[src/rtl/pip_read_scheduler.sv]
// pip_read_scheduler: shares one burst-read memory port between the
// main-video FIFO (ch1) and the thermal PIP FIFO (ch2).
module pip_read_scheduler #(
    parameter int          BURST      = 64,
    parameter int          FIFO_TH    = 256,
    parameter logic [23:0] BASE1      = 24'h000000,
    parameter logic [23:0] BASE2      = 24'h100000,
    parameter int          FRAME1     = 307200,
    parameter int          FRAME2     = 12288,
    parameter int          STARVE_MAX = 4
) (
    input  logic        clk,
    input  logic        rst_n,
    input  logic        frame_start,
    input  logic [9:0]  fifo1_usedw,
    input  logic [9:0]  fifo2_usedw,
    output logic        mem_rd_req,
    output logic [23:0] mem_rd_addr,
    output logic [7:0]  mem_rd_len,
    input  logic        mem_rd_ack,
    input  logic        mem_rd_done,
    output logic [1:0]  grant_ch,
    output logic        busy,
    output logic [1:0]  frame_fetched
);
    typedef enum logic [1:0] {
        S_IDLE,
        S_ARB,
        S_REQ,
        S_XFER
    } state_t;

    localparam logic [23:0] L_BURST = 24'(BURST);
    localparam logic [23:0] L_FRM1  = 24'(FRAME1);
    localparam logic [23:0] L_FRM2  = 24'(FRAME2);
    localparam logic [10:0] L_TH    = 11'(FIFO_TH);
    localparam logic [2:0]  L_SMAX  = 3'(STARVE_MAX);

    state_t      r_state;
    state_t      w_next;
    logic [23:0] r_addr1;
    logic [23:0] r_addr2;
    logic [23:0] r_rem1;
    logic [23:0] r_rem2;
    logic [23:0] r_addr_o;
    logic [7:0]  r_len;
    logic [1:0]  r_grant;
    logic [1:0]  r_fetched;
    logic [2:0]  r_starve;
    logic        r_pend;
    logic        r_sel;

    logic        w_need1;
    logic        w_need2;
    logic        w_any;
    logic        w_sel2;
    logic [23:0] w_rem_sel;
    logic [23:0] w_addr_sel;
    logic [23:0] w_xlen;
    logic [7:0]  w_len;

    assign w_need1 = ({1'b0, fifo1_usedw} < L_TH)
                     && (r_rem1 != '0) && !r_pend;
    assign w_need2 = ({1'b0, fifo2_usedw} < L_TH)
                     && (r_rem2 != '0) && !r_pend;
    assign w_any   = w_need1 || w_need2;
    assign w_sel2  = w_need2 && (!w_need1 || (r_starve == L_SMAX));

    assign w_rem_sel  = w_sel2 ? r_rem2 : r_rem1;
    assign w_addr_sel = w_sel2 ? r_addr2 : r_addr1;
    assign w_len      = (w_rem_sel < L_BURST) ? w_rem_sel[7:0]
                                              : L_BURST[7:0];
    assign w_xlen     = {16'd0, r_len};

    assign mem_rd_req    = (r_state == S_REQ);
    assign busy          = (r_state != S_IDLE);
    assign mem_rd_addr   = r_addr_o;
    assign mem_rd_len    = r_len;
    assign grant_ch      = r_grant;
    assign frame_fetched = r_fetched;

    // State register.
    always_ff @(posedge clk or negedge rst_n) begin
        if (!rst_n) begin
            r_state <= S_IDLE;
        end else begin
            r_state <= w_next;
        end
    end

    // Next state; an ARB cycle that finds nothing to fetch falls back.
    always_comb begin
        w_next = r_state;
        unique case (r_state)
            S_IDLE:  if (w_any) w_next = S_ARB;
            S_ARB:   w_next = w_any ? S_REQ : S_IDLE;
            S_REQ:   if (mem_rd_ack) w_next = S_XFER;
            S_XFER:  if (mem_rd_done) w_next = S_IDLE;
            default: w_next = S_IDLE;
        endcase
    end

    // Channel pointers, burst registers, starvation and frame tracking.
    always_ff @(posedge clk or negedge rst_n) begin
        if (!rst_n) begin
            r_addr1   <= BASE1;
            r_addr2   <= BASE2;
            r_rem1    <= '0;
            r_rem2    <= '0;
            r_addr_o  <= '0;
            r_len     <= '0;
            r_grant   <= 2'b00;
            r_fetched <= 2'b11;
            r_starve  <= '0;
            r_pend    <= 1'b0;
            r_sel     <= 1'b0;
        end else begin
            unique case (r_state)
                S_IDLE: begin
                    if (r_pend) begin
                        r_addr1   <= BASE1;
                        r_addr2   <= BASE2;
                        r_rem1    <= L_FRM1;
                        r_rem2    <= L_FRM2;
                        r_fetched <= 2'b00;
                        r_starve  <= '0;
                        r_pend    <= 1'b0;
                    end
                end
                S_ARB: begin
                    if (w_any) begin
                        r_addr_o <= w_addr_sel;
                        r_len    <= w_len;
                        r_sel    <= w_sel2;
                        r_grant  <= w_sel2 ? 2'b10 : 2'b01;
                        if (w_sel2) begin
                            r_starve <= '0;
                        end else if (w_need2 && r_starve < L_SMAX) begin
                            r_starve <= r_starve + 3'd1;
                        end
                    end
                end
                S_XFER: begin
                    if (mem_rd_done) begin
                        r_grant <= 2'b00;
                        if (r_sel) begin
                            r_addr2 <= r_addr2 + w_xlen;
                            r_rem2  <= r_rem2 - w_xlen;
                            if (r_rem2 == w_xlen) r_fetched[1] <= 1'b1;
                        end else begin
                            r_addr1 <= r_addr1 + w_xlen;
                            r_rem1  <= r_rem1 - w_xlen;
                            if (r_rem1 == w_xlen) r_fetched[0] <= 1'b1;
                        end
                    end
                end
                default: ;
            endcase
            // A vsync arriving on the reload cycle re-arms another reload.
            if (frame_start) r_pend <= 1'b1;
        end
    end
endmodule

[config.mk]
export PLATFORM = sky130hd
export DESIGN_NAME = pip_read_scheduler
export DESIGN_NICKNAME = d
export VERILOG_FILES = /design/src/rtl/pip_read_scheduler.sv
export SDC_FILE = /design/constraint.sdc
export NUM_CORES = 1
export LEC_CHECK = 0
export BUFFER_PORTS_ARGS = -buffer_cell sky130_fd_sc_hd__buf_2
export CORE_MARGIN = 3
export CORE_UTILIZATION = 57
export DETAILED_ROUTE_END_ITERATION = 16
export GPL_TIMING_DRIVEN = 0
export HOLD_SLACK_MARGIN = 0.12
export PLACE_DENSITY = 0.77
export REMOVE_ABC_BUFFERS = 1
export SLEW_MARGIN = 40
export SYNTH_ARGS = -nofsm -noshare
export SYNTH_HDL_FRONTEND = slang
export SYNTH_SLANG_ARGS = --single-unit
export TNS_END_PERCENT = 1
[constraint.sdc]
create_clock -name clk -period 3.1 [get_ports clk]
set_clock_uncertainty 0.1 [all_clocks]
set_input_delay 0.155 -clock clk [delete_from_list [all_inputs] [get_ports clk]]
set_output_delay 0.155 -clock clk [all_outputs]
set_load 0.05 [all_outputs]
# Yosys cells after proc, flatten, opt, wreduce, memory -nomap -nowiden
# Cells that the tools add are included.
[op_classes]
add_sub_neg = 5
magnitude_cmp = 4
eq_ne = 16
muxes = 41
n_reduce_logical = 26
[ops]
columns = ["operator", "n"]
rows = [
  ["two-way mux 24 bit", 14],
  ["one-hot mux 24 bit (2 select lines)", 4],
  ["adder 24 x 8 -> 24 bit", 2],
  ["equality test 24 x 8 -> 1 bit", 2],
  ["nonzero test 24 bit", 2],
  ["subtractor 24 x 8 -> 24 bit", 2],
  ["< comparator 24 x 7 -> 1 bit (second input constant)", 1],
  ["< comparator 10 x 9 -> 1 bit (second input constant)", 2],
  ["two-way mux 2 bit", 8],
  ["!= test 2 bit (second input constant)", 8],
  ["two-way mux 3 bit", 4],
  ["AND reduction 4 bit", 3],
  ["AND reduction 5 bit", 2],
  ["nonzero test 2 bit", 5],
  ["two-way mux 8 bit", 1],
  ["one-hot mux 2 bit (2 select lines)", 2],
  ["one-hot mux 2 bit (4 select lines)", 1],
  ["logical AND 1 bit", 6],
  ["two-way mux 1 bit", 6],
  ["one-hot mux 3 bit (2 select lines)", 1],
  ["AND reduction 3 bit", 2],
  ["equality test 2 bit (second input constant)", 2],
  ["adder 3 x 1 -> 3 bit (second input constant)", 1],
  ["equality test 3 bit (second input constant)", 1],
  ["other kinds (8)", 10],
]
[totals]
register_bits = 139
inputBits = 25
out_inout_bits = 38
elab_cells = 105

# Logic depth before layout (Yosys ltp)
[logic_depth]
word_depth = 9
depth_mapped = 11
mapped_depth_nobuf = 11

# Worst setup path after synthesis
# No wires, ideal clock.
[synth_path]
path_type = "reg-to-reg"
start = "register r_len[1] (netlist: mem_rd_len[1])"
end = "register r_rem1[16]"
setup_ns = 0.132
arrival_ns = 2.834
required_time_ns = 2.868
slack_ns = 0.034
path_stages_with_launch = 10
n_path_buf = 0
synth_period_minus_slack_ns = 3.066
path_cell_list = "dfrtp_1 inv_1 fa_1 a21o_1 a21oi_1 o21ai_0 a311oi_2 nor2b_1 xnor2_1 nor2_1"
[synth_via]
elab_chain_cells = 4
[synth_rtl]
columns = ["item", "line", "rtl"]
rows = [
  ["from (decl)", "46", "logic [7:0] r_len;"],
  ["from (signal assigned)", "133", "r_len <= w_len;"],
  ["subtractor 24 x 8 -> 24 bit", "152", "r_rem1 <= r_rem1 - w_xlen;"],
  ["two-way mux 24 bit", "146", "if (r_sel) begin"],
  ["two-way mux 24 bit", "144", "if (mem_rd_done) begin"],
  ["one-hot mux 24 bit (2 select lines)", "118", "unique case (r_state)"],
  ["to (signal assigned)", "152", ""],
  ["to (decl)", "43", "logic [23:0] r_rem1;"],
]
# No other way between the ends. The select of a mux whose other input is x is not followed.
# A chain may end at the register's enable or synchronous reset.

# Worst setup path after layout
[layout_path]
start = "register r_rem2[8]"
end = "register r_len[1] (netlist: mem_rd_len[1])"
[layout_via]
elab_chain_cells = 7
word_cells_on_any_way = 9
classes_between = "order compare (1); mux (2); reduce/logical (6)"
[layout_rtl]
columns = ["item", "line", "rtl"]
rows = [
  ["from (decl)", "44", "logic [23:0] r_rem2;"],
  ["from (signal assigned)", "148", "r_rem2 <= r_rem2 - w_xlen;"],
  ["nonzero test 24 bit", "65", "&& (r_rem2 != '0) && !r_pend;"],
  ["logical AND 1 bit (2 in a row)", "65", ""],
  ["logical AND 1 bit", "67", "assign w_sel2 = w_need2 && (!w_need1 || (r_starve == L_SMAX));"],
  ["two-way mux 24 bit", "69", "assign w_rem_sel = w_sel2 ? r_rem2 : r_rem1;"],
  ["< comparator 24 x 7 -> 1 bit", "71", "assign w_len = (w_rem_sel < L_BURST) ? w_rem_sel[7:0]"],
  ["two-way mux 8 bit", "71", ""],
]
# Parallel ways exist; a longest one is shown, timed or not.

==> run_results.csv <==
group,metric,value,unit
outcome,status,"finished, final reports clean",
finish,final_core_util,69.3,%
grt,overflow,0,
route,drtIter0Drc,662,
die,die-width,122,µm
die,std_cell_rows,41,
finish,mostFrequentLayoutCells,"dfrtp_1 (134), nor2_1 (90), nand2_1 (64)",
power_and_ir_drop,powerDensity,693,nW/µm²
cts,clock_latency,0.43,ns
timing,max_clock_freq,326,MHz
finish,diodes,0,
worst_setup_path,worstSetupEndpointType,"flop",
timing,tightest_slew,0.752,ns
worst_setup_path,required,3.26,ns
finish,finalNonFillerCells,1043,
cts,cts_tree,"done",
die,core_area,12900,µm²
worst_setup_path,rrSetupSlack,0.03,ns
min_path,hold_class,"input port to flop",
route,wire_per_inst,18.0,µm
synthesis,synth.avg_cell_area,9.56,µm²
cts,clock-sinks,139,
timing,slew_viol_final,0,
synthesis,synth-edff-count,0,
finish,fin_nets,921,
cts,cts_buffers,17,
route,top_layer_used,"met4",
worst_setup_path,startpoint,"r_rem2[8]$_DFFE_PN0P_",
finish,stdcell_area,8920,µm²
synthesis,syn_area,7650,µm²
synthesis,synthCells,801,
synthesis,ys.flop_type,"dfrtp_1",
placement,place_congestion,0.884,
power_and_ir_drop,finalPower,6.18,mW
timing,fin_crit_sh,98.9,%
die,fp.dieArea,14900,µm²
worst_setup_path,rr_startpoint,"r_rem2[8]$_DFFE_PN0P_",
grt,grt_pass1_wl,31.3,mm
power_and_ir_drop,p_leak,4.24,nW
worst_setup_path,start_kind,"flop",
synthesis,yosysWarningCount,0,
grt,grt_pass1_vias,6353,
cts,cts_buffer_depth,2,
synthesis,ys_seq_area_share,45.5,%
job,cap_viol_max_count,0,
finish,areaGrowthSynthToFinish,16.6,%
cts,path_clk_slew,0.06,ns
route,totalWireLength,18.7,mm
placement,place_inst,1002,
min_path,hold_start,"fifo1_usedw[9]",
finish,mostFrequentLayoutCell,"dfrtp_1",
timing,slew_headroom,49.9,%
cts,cts_root_buffer,"clkbuf_16",
synthesis,async_flop_share,100,%
timing,min_period,3.07,ns
grt,antenna_found_initial,0,
placement,port_buffers,46,
power_and_ir_drop,peakVddDrop,0.463,mV
worst_setup_path,setup.worst_path.class,"flop to flop",
die,start_util,59.4,%
worst_setup_path,path_max_fanout,7,
route,first_pass_iters,6,
worst_setup_path,cp.arrival,3.22,ns
finish,drive_gt1_share,14.2,%
timing,setup_viol,0,
route,avgViaCountPerCell,6.13,
grt,track_usage,26.7,%
die,die_y,122,µm
route,ant_nets,0,
route,route.met3.wl,1.22,mm
synthesis,synth.distinct_cells,59,
synthesis,ys_ff_latch,139,
placement,placedInstanceArea,8150,µm²
route,wl_met1,7.85,mm
timing,rsz0062_at_grt,"yes",
timing,hold_viol,0,
grt,grt_max_degree,58,
placement,dpl.hpwl,12.5,mm
route,wl_met2,9.22,mm
die,ios,63,
route,drc,0,
route,dr_total_vias,6397,
cts,h-tree-depth,4,
## logic make-up (layout without fill, tap and decap cells)
kind of cell,count (synthesis),after routing,synth area share [%]
flip-flops,139,139,45.5
AND/OR/NAND/NOR,306,307,20.3
XOR/XNOR,73,73,8.35
multiplexers,7,7,0.916
AO/OA/AOI/OAI,165,165,14.5
buffers and inverters,73,142,3.79
adder cells (fa/ha/maj),38,38,6.60
## layer usage
layer	vias up	GRT usage, %
li1	2991	-
met1	3087	34.9
met2	274	43.8
met3	45	5.34
met4	0	10.9
met5	-	0
## power by group
group          internal [mW]  switching, mW
clock                   1.41          0.777
combinational          0.592           1.25
sequential              1.97          0.187
## worst paths after layout
| kind | end | depth (start not counted) |
|---|---|---|
| max | mem_rd_len[1]$_DFFE_PN0P_ | 7 |
| min in group asynchronous | frame_fetched[0]$_DFFE_PN1P_ | 2 |
| max in group asynchronous | r_addr2[20]$_DFFE_PN1P_ | 3 |
| max reg2reg | mem_rd_len[1]$_DFFE_PN0P_ | 7 |
| min reg2reg | mem_rd_addr[17]$_DFFE_PN0P_ | 2 |
| min | r_starve[1]$_DFFE_PN0P_ | 6 |
## synthesized netlist by cell type, types with 20 or more instances
library cell | number | area (µm²)
a21oi_1 | 32 | 160
nand3_1 | 28 | 140
inv_1 | 44 | 165
nor2_1 | 92 | 345
xor2_1 | 48 | 420
dfrtp_1 | 136 | 3400
nor3_1 | 26 | 130
xnor2_1 | 25 | 219
nand2_1 | 65 | 244
a222oi_1 | 24 | 240
o21ai_0 | 56 | 280
clkbuf_1 | 20 | 75.1
ha_1 | 34 | 425
## worst max-delay path: stages, from the launching register on
cell,delay [ns]
dfrtp_1,0.44
nor4_1,0.33
nand4_1,0.23
o21ai_0,0.56
or2_2,0.34
nor2_4,0.06
a32oi_1,0.59
o21ai_0,0.24
## state kept, by name, indices dropped and copies added (netlist names), 2 cells and up, named ones only
signal         flops
frame_fetched      2
grant_ch           2
mem_rd_addr       24
mem_rd_len         8
r_addr1           24
r_addr2           24
r_rem1            24
r_rem2            24
r_starve           3
## cell type report
type                       count  area, µm²
clock inverter                10        163
fill                         946       3960
inverter                      44        165
sequential                   139       3480
multi-input combinational    590       3960
tap                          172        215
timing repair buffer          66        462
clock buffer                  22        474
## repair_timing
| action | 4_1_cts | 5_1_grt |
|---|---|---|
| pin swaps | 1 | 1 |
| setup endpoints to repair | 14 | 38 |
| hold endpoints to repair | 144 | 0 |
| hold buffers | 5 | 0 |
| cloned | 1 | 0 |
| resized for setup | 2 | 5 |
| setup buffers | 1 | 2 |
## stage by stage
stage                     TNS (ns)  hold WS, ns  setup slack (ns)
after global placement     -401.42        0.233             -7.10
after global routing      -0.00437        0.165          -0.00437
after CTS                        0        0.130            0.0531
final                            0        0.152            0.0340
after floorplan            -153.20       -0.241             -3.29
after detailed placement     -1.08      -0.0475            -0.175
Power figures use the tool's default switching activity.
